## src/rtl/serial_pkg.sv

```systemverilog
// Shared types and line-level constants for the serial transmit/receive pair.
// Latency: n/a (package only).
// Backpressure: n/a (package only).
//
// Contents: tx_state_t frame FSM encoding, line constants for idle/start/stop.
package serial_pkg;

   typedef enum logic [2:0] {
      IDLE   = 3'd0,
      START  = 3'd1,
      DATA   = 3'd2,
      PARITY = 3'd3,
      STOP   = 3'd4
   } tx_state_t;

   localparam logic LINE_IDLE = 1'b1;
   localparam logic START_BIT = 1'b0;
   localparam logic STOP_BIT  = 1'b1;

endpackage

```

## src/rtl/serial_bit_timer.sv

```systemverilog
// Bit-period timer: counts clocks within a bit and flags the last clock of each period.
// Latency: bit_tick is high on clock CLKS_PER_BIT-1 after restart is released.
// Backpressure: none; free-running while restart is low.
//
// Ports:
//   clk      system clock
//   rst      synchronous active-high reset
//   restart  holds the counter at zero (used while the line is idle)
//   bit_tick high during the final clock of every bit period
module serial_bit_timer #(
   parameter int CLKS_PER_BIT = 4
) (
   input  logic clk,
   input  logic rst,
   input  logic restart,
   output logic bit_tick
);

   localparam int CNT_W = $clog2(CLKS_PER_BIT) + 1;

   logic [CNT_W-1:0] cnt_q;

   assign bit_tick = (cnt_q == CNT_W'(CLKS_PER_BIT - 1));

   // Wraps to zero on the tick, so every state or bit change starts a fresh period.
   always_ff @(posedge clk) begin
      if (rst || restart || bit_tick) begin
         cnt_q <= '0;
      end else begin
         cnt_q <= cnt_q + CNT_W'(1);
      end
   end

endmodule

```

## src/rtl/serial_tx.sv

```systemverilog
// Serial frame transmitter: start bit, DATA_W data bits LSB first, optional even parity, stop bit.
// Latency: start bit appears on tx_o the cycle after the valid/ready handshake.
// Backpressure: ready_o high only while idle; valid_i during a frame is ignored, nothing is buffered.
//
// Ports:
//   clk, rst   system clock, synchronous active-high reset
//   data_i     byte latched on handshake;  valid_i  data_i is valid
//   ready_o    idle and able to accept a byte
//   tx_o       serial line (idles high);   busy_o   frame in progress
//   done_o     one-cycle pulse in the first idle cycle after a frame
// Build option: define SERIAL_TX_PARITY_EN to add an even-parity bit after the data bits.
module serial_tx
   import serial_pkg::*;
#(
   parameter int DATA_W       = 8,
   parameter int CLKS_PER_BIT = 4
) (
   input  logic              clk,
   input  logic              rst,
   input  logic [DATA_W-1:0] data_i,
   input  logic              valid_i,
   output logic              ready_o,
   output logic              tx_o,
   output logic              busy_o,
   output logic              done_o
);

   localparam int BIT_W = $clog2(DATA_W + 1);

   tx_state_t         state_q, state_d;
   logic [DATA_W-1:0] shreg_q, shreg_d;
   logic [BIT_W-1:0]  bit_cnt_q, bit_cnt_d;
   logic              bit_tick;
   logic              xfer;
   logic              last_bit;
   logic              tx_d, ready_d, busy_d, done_d;
`ifdef SERIAL_TX_PARITY_EN
   logic              parity_q;
`endif

   // ready_o is registered and mirrors state_q == IDLE, so it is safe to use here.
   assign xfer     = valid_i && ready_o;
   assign last_bit = (bit_cnt_q == BIT_W'(DATA_W - 1));

   serial_bit_timer #(
      .CLKS_PER_BIT (CLKS_PER_BIT)
   ) u_bit_timer (
      .clk      (clk),
      .rst      (rst),
      .restart  (state_q == IDLE),
      .bit_tick (bit_tick)
   );

   // State, datapath and output registers.
   always_ff @(posedge clk) begin
      if (rst) begin
         state_q   <= IDLE;
         shreg_q   <= '0;
         bit_cnt_q <= '0;
         tx_o      <= LINE_IDLE;
         ready_o   <= 1'b1;
         busy_o    <= 1'b0;
         done_o    <= 1'b0;
      end else begin
         state_q   <= state_d;
         shreg_q   <= shreg_d;
         bit_cnt_q <= bit_cnt_d;
         tx_o      <= tx_d;
         ready_o   <= ready_d;
         busy_o    <= busy_d;
         done_o    <= done_d;
      end
   end

`ifdef SERIAL_TX_PARITY_EN
   always_ff @(posedge clk) begin
      if (rst) begin
         parity_q <= 1'b0;
      end else if (xfer) begin
         parity_q <= ^data_i;
      end
   end
`endif

   // Next-state logic.
   always_comb begin
      state_d   = state_q;
      shreg_d   = shreg_q;
      bit_cnt_d = bit_cnt_q;
      case (state_q)
         IDLE: begin
            if (xfer) begin
               state_d   = START;
               shreg_d   = data_i;
               bit_cnt_d = '0;
            end
         end
         START: begin
            if (bit_tick) state_d = DATA;
         end
         DATA: begin
            if (bit_tick) begin
               shreg_d = shreg_q >> 1;
               if (last_bit) begin
                  bit_cnt_d = '0;
`ifdef SERIAL_TX_PARITY_EN
                  state_d   = PARITY;
`else
                  state_d   = STOP;
`endif
               end else begin
                  bit_cnt_d = bit_cnt_q + BIT_W'(1);
               end
            end
         end
`ifdef SERIAL_TX_PARITY_EN
         PARITY: begin
            if (bit_tick) state_d = STOP;
         end
`endif
         STOP: begin
            if (bit_tick) state_d = IDLE;
         end
         default: state_d = IDLE;
      endcase
   end

   // Output logic: computed from the next state so the registered outputs line up with it.
   always_comb begin
      ready_d = (state_d == IDLE);
      busy_d  = (state_d != IDLE);
      done_d  = (state_q == STOP) && (state_d == IDLE);
      tx_d    = LINE_IDLE;
      case (state_d)
         START:   tx_d = START_BIT;
         DATA:    tx_d = shreg_d[0];
`ifdef SERIAL_TX_PARITY_EN
         PARITY:  tx_d = parity_q;
`endif
         STOP:    tx_d = STOP_BIT;
         default: tx_d = LINE_IDLE;
      endcase
   end

endmodule

```

## config.mk

```make
export PLATFORM = sky130hd
export DESIGN_NAME = serial_tx
export DESIGN_NICKNAME = d
export VERILOG_FILES = /design/src/rtl/serial_pkg.sv /design/src/rtl/serial_bit_timer.sv /design/src/rtl/serial_tx.sv
export SDC_FILE = /design/constraint.sdc
export NUM_CORES = 1
export LEC_CHECK = 0
export CAP_MARGIN = 20
export CORE_UTILIZATION = 38
export DETAILED_ROUTE_END_ITERATION = 12
export SYNTH_ARGS = -nofsm -noshare
export SYNTH_HDL_FRONTEND = slang
export SYNTH_SLANG_ARGS = --single-unit
```

## constraint.sdc

```tcl
create_clock -name clk -period 1.65 [get_ports clk]
set_input_delay 0.2475 -clock clk [delete_from_list [all_inputs] [get_ports clk]]
set_output_delay 0.2475 -clock clk [all_outputs]
set_load 0.01 [all_outputs]
```

Word-level counts from Yosys, hierarchy flattened
Index checks and enable logic that the tools add are counted.
{ "word_totals": {"register_bits": 22, "word_cells": 43, "inputBits": 11, "output_inout_bits": 4} }
{ "classes": {"n_reduce_logical": 9, "eq_ne": 9, "n_addsub": 2, "muxes": 14} }
{ "ops": {"columns": ["operator", "n"], "rows": [
  ["8-bit two-way mux", 2],
  ["8-bit one-hot mux with 2 select lines", 1],
  ["3-bit two-way mux", 5],
  ["4-bit two-way mux", 3],
  ["3-bit one-hot mux with 4 select lines", 1],
  ["3-bit by 2-bit == test with 1-bit output, second input constant", 3],
  ["4-bit one-hot mux with 2 select lines", 1],
  ["3-bit by 1-bit == test with 1-bit output, second input constant", 2],
  ["3-bit zero test", 2],
  ["4-bit by 1-bit adder with 4-bit output, second input constant", 1],
  ["4-bit by 3-bit == test with 1-bit output, second input constant", 1],
  ["3-bit by 1-bit adder with 3-bit output, second input constant", 1],
  ["3-bit == test, second input constant", 1],
  ["3-bit AND reduction", 1],
  ["3-bit nonzero test", 1],
  ["1-bit logical AND", 2],
  ["1-bit logical OR", 2],
  ["2-bit by 1-bit inequality test with 1-bit output, second input constant", 1],
  ["2-bit inequality test, second input constant", 1],
  ["1-bit one-hot mux with 2 select lines", 1],
  ["2-bit nonzero test", 1]
]} }

Longest topological paths before layout
{ "logic_depth": {"word_depth": 6, "depth_mapped": 7, "ltp_nobuf": 6} }

By module
Synthesis repeated with hierarchy kept, for this count alone.
{ "unflattened": {"hier_cells": 114, "area_unflattened_um2": 1076.0} }
{ "by_module_without_submodules": {"columns": ["mod", "cells_per_inst", "n_inst", "seq_area_each_um2", "area_each_um2"], "rows": [
  ["serial_tx", 105, 1, 380.4, 959.7],
  ["serial_bit_timer", 9, 1, 60.1, 116.4]
]} }

Worst setup path before layout
OpenSTA, ideal clock, no wires.
{ "synth_timing": {"kind": "register to register", "from": "reg u_bit_timer.cnt_q[0]", "to": "reg bit_cnt_q[2]", "slack_ps": 163, "synth_period_minus_slack_ps": 1487, "t_required_ps": 1521, "arrival_time_ps": 1358, "n_path_buf": 1, "setup_time_ps": 129, "path_stages_with_launch": 8, "cell_sequence": "dfxtp_1 ha_1 ha_1 nor4bb_1 buf_4 nand2_1 xor2_1 nor3_2"} }
{ "synth_between": {"elab_chain_cells": 3} }
{ "synth_lines": {"columns": ["item", "line", "text"], "rows": [
  ["start: declaration", "serial_bit_timer.sv:21", "logic [CNT_W-1:0] cnt_q;"],
  ["start signal: assignment", "serial_bit_timer.sv:30", "cnt_q <= cnt_q + CNT_W'(1);"],
  ["3-bit by 2-bit == test with 1-bit output", "serial_bit_timer.sv:23", "assign bit_tick = (cnt_q == CNT_W'(CLKS_PER_BIT - 1));"],
  ["2-bit by 1-bit inequality test with 1-bit output (no source line)", null, null],
  ["3-bit AND reduction (no source line)", null, null],
  ["end signal: assignment", "serial_tx.sv:67", "bit_cnt_q <= bit_cnt_d;"],
  ["end: declaration", "serial_tx.sv:32", "logic [BIT_W-1:0] bit_cnt_q, bit_cnt_d;"]
]} }
Every way passes these cells.
A chain may end at the register's enable or synchronous reset.

Worst setup path in the final report
Ends and elaborated chain as after synthesis.

==> results by stage <==
Clocking:
- After clock tree synthesis, the clock-pin slew on the worst setup and hold paths is 0.12 ns.
- CTS saw 22 sinks.
- Clock latency on the worst-skew pair, taken at its later pin, is just over 0.3 ns.
- The longest clock path from root to sink contains 2 buffers.
- The root buffer cell chosen for the clock tree is clkbuf_4.
- The clock buffer count from CTS is 3.
- The clock tree from TritonCTS is yes.
- The H-tree depth reported by CTS is 1.

Final layout:
- The multi-input combinational cells in the finished layout cover a total of approximately 560 µm².
- Registers take 442 µm².
- The filler cells instantiated in the layout total about 240.
- The final cell count without fillers is 161.
- After the last flow step, the layout net total stands at 147.
- The number of diodes added for antenna fixing is 0.
- The final non-filler cell area is 1330 µm².
- The area growth from synthesis to layout is 32.9%.
- At the end of the flow the core is filled with cells to 0.535.
- The share of cells above drive strength 1 is 0.198.

Global route:
- The first-pass GRT wire length is 3450 µm.
- The largest net degree at the start of global routing is 14.
- The number of antenna violations at the first check in global routing is 0.
- The via count of the first global-routing pass is ~780.
- The overall overflow remaining after global route is 0.
- The total global routing track utilization is 0.170.

Die:
- The overall die height is 53.2 µm.
- The initial cell density of the core is 0.403.
- The row count is 18.
- The core area is between 2000 and 2500 µm².
- The boundary pin count is 15.
- The die span in x is 53.2 µm.
- The die covers 2830 µm².

Critical path:
- The largest single stage delay on the critical path is 0.35 ns.
- The critical path goes through ha_2, ha_2, nor4bb_2, buf_4, nand2_1, xor2_1, nor3_2.
- In this run the worst setup path begins at u_bit_timer.cnt_q[0].
- The startpoint of the worst register-to-register path is u_bit_timer.cnt_q[0].
- The critical path's most frequent cell is ha_2.
- The largest driver fanout on the critical path is 8.
- The critical path in this run is classified as flop to flop.
- STA puts the critical path data required time at 1.87 ns.
- Among all stages on the critical path, the largest delay is contributed by dfxtp_2.
- Data arrives at the worst endpoint at 1.84 ns.
- The worst setup path is captured at a flop.
- The sort of element at the start of the critical path is a flop.

Routing:
- For this block, the routed nets add up to 2130 µm of wire.
- The average routed wire per standard cell is 13.2 µm.
- The final routed DRC violation total is 0.
- The antenna violation net count after detailed routing is 0.
- The initial DRC count is 20.
- The detailed router placed 859 vias in this run.
- The per-cell via count in the routed design is 5.34.
- Before antenna repair, the detailed router went through 4 iterations.

Synthesis:
- Synthesis instantiated 34 different standard cells from the library.
- The commonest cells after synthesis are dfxtp_1, a21oi_1, nand2_1.
- The most frequent cell after synthesis is dfxtp_1.
- The count of synthesis-stage warnings from yosys is 0.
- The instance count of the mapped netlist is 110.
- Of the post-synthesis cell area, the dominant cell type holds 0.442.
- The number of enable-type register cells in the synthesized netlist is 0.
- After synthesis, the share of flip-flops with an asynchronous set or reset is 0.
- The number of register bits inferred by synthesis is 22.
- Of all cell types, the one taking the most synthesized area is dfxtp_1.
- The cell area that synthesis handed to floorplanning was 997 µm².
- The post-synthesis net count is between 100 and 150.
- The register area share after synthesis is 0.442.
- By area the synthesized netlist is led by dfxtp_1, a22oi_1, a21oi_1, ha_1, nand2_1.
- In this run the mean area of a mapped cell was 9.07 µm².
- The most used flip-flop cell after synthesis is dfxtp_1.

Place:
- The global placer's final weighted congestion is 0.781.
- The count of placed standard cells including taps is 155.
- The detailed-placement wirelength estimate is 1400 µm.
- Buffers placed on the I/O ports in this run total 14.
- The total placed instance area is 1190 µm².

Timing:
- The number of pins exceeding their max-slew limit in the final report was 0.
- Of the available clock period, the critical path in the final layout requires 0.985.
- The count of final hold-check violations came to 0.
- The worst max-slew margin expressed relative to the limit is 0.675.
- The worst-case clock skew is just over 0.003 ns.
- The slew of the pin with the lowest slew margin is 0.485 ns.
- Setup repair after global routing could not meet its margin everywhere.
- Setup total negative slack on the finished layout was measured at 0 ns.
- The smallest clock period supported by the final layout is computed as 1.62 ns.
- The total setup violations reported at the end of the flow is 0.
- For this run, the top clock speed supported by timing is 0.615 GHz.

Power and ir drop:
- IR analysis of the VDD net gives a maximum drop of 0.000803 V.
- In this run the power density over the cells is 860 nW/µm².
- For this design the static power due to leakage is around 0.45 nW.

Hold path:
- The worst min-delay path class is flop to flop.
- The startpoint identified for the worst hold timing path is u_bit_timer.cnt_q[0].

Run:
- The max-cap check violation count is 0.

Outcome:
- The flow ran to the end, and the final reports show no timing, DRC or antenna violations.
-- through the flow --
stage          total power [mW]  hold slack [ns]  setup slack, ns
2_1_floorplan             0.663            0.399            0.163
3_3_place_gp              0.721            0.408           0.0197
3_5_place_dp              0.723            0.416          -0.0478
4_1_cts                    1.14            0.435           0.0177
5_1_grt                    1.20            0.425          -0.0582
6_report                   1.14            0.413           0.0251
-- critical path: cells and delay by family, from the launching register on --
family,cells,cell delay [ns]
DFF,1,0.35
xor gates and xnor gates,1,0.19
buffers and inverters,1,0.24
adders and majority gates,2,0.37
and+or+nand+nor,3,0.38
-- path summary, 6_finish.rpt --
kind	slack [ns]	endpoint	cells past startpoint
hold / removal	0.41	u_bit_timer.cnt_q[0]	1
setup / recovery	0.03	bit_cnt_q[2]	7
setup reg to reg	0.03	bit_cnt_q[2]	7
hold reg to reg	0.41	u_bit_timer.cnt_q[0]	1
-- layer usage --
layer / global-route usage / vias to the layer above / routed length [µm]
li1: - / 436 / -
met1: 0.211 / 406 / 973
met2: 0.279 / 15 / 1070
met3: 0.0517 / 2 / 71
met4: 0.0526 / 0 / 12
met5: 0 / - / 0
-- final cells by class --
class | instances | area share
Clock inverter | 1 | 0.0227
Sequential cell | 22 | 0.333
Inverter | 5 | 0.0142
Multi-Input combinational cell | 77 | 0.425
Timing Repair Buffer | 23 | 0.160
Clock buffer | 3 | 0.0170
Tap cell | 30 | 0.0283
-- state kept, by name, indices dropped and copies added (netlist names) --
register and flops:
ready_o 1, tx_o 1, busy_o 1, state_q 3
done_o 1, u_bit_timer.cnt_q 3, shreg_q 8, bit_cnt_q 4
-- cells by family after synthesis --
group | after synthesis | share of synthesized area
buf+inv | 12 | 0.0665
simple gates | 41 | 0.223
flops | 22 | 0.442
xor+xnor | 1 | 0.00878
fa+ha+maj | 4 | 0.0502
compound gates | 28 | 0.189
mux | 2 | 0.0201
-- repair_timing --
item | 4_1_cts | 5_1_grt
hold buffers | 0 | 0
setup endpoints to repair | 3 | 12
gates cloned | 0 | 1
gates resized for setup | 3 | 10
pin swaps | 1 | 2
buffers inserted | 0 | 1
-- power breakdown --
group / switching (mW) / internal, mW
Clock: 0.170 / 0.246
Combinational: 0.0706 / 0.0792
Sequential: 0.0164 / 0.557
Total: 0.257 / 0.881
-- cells in the final DEF (no fill, tap or decap), types with 3 or more instances in the layout --
master and n:
a21oi_1 10, a22oi_1 8, buf_4 8, clkbuf_4 3, clkdlybuf4s50_1 14, dfxtp_1 21
inv_1 5, nand2_1 11, nor2_1 9, nor2b_1 3, nor3_2 3, o21ai_0 3
Power figures use the tool's default switching activity.
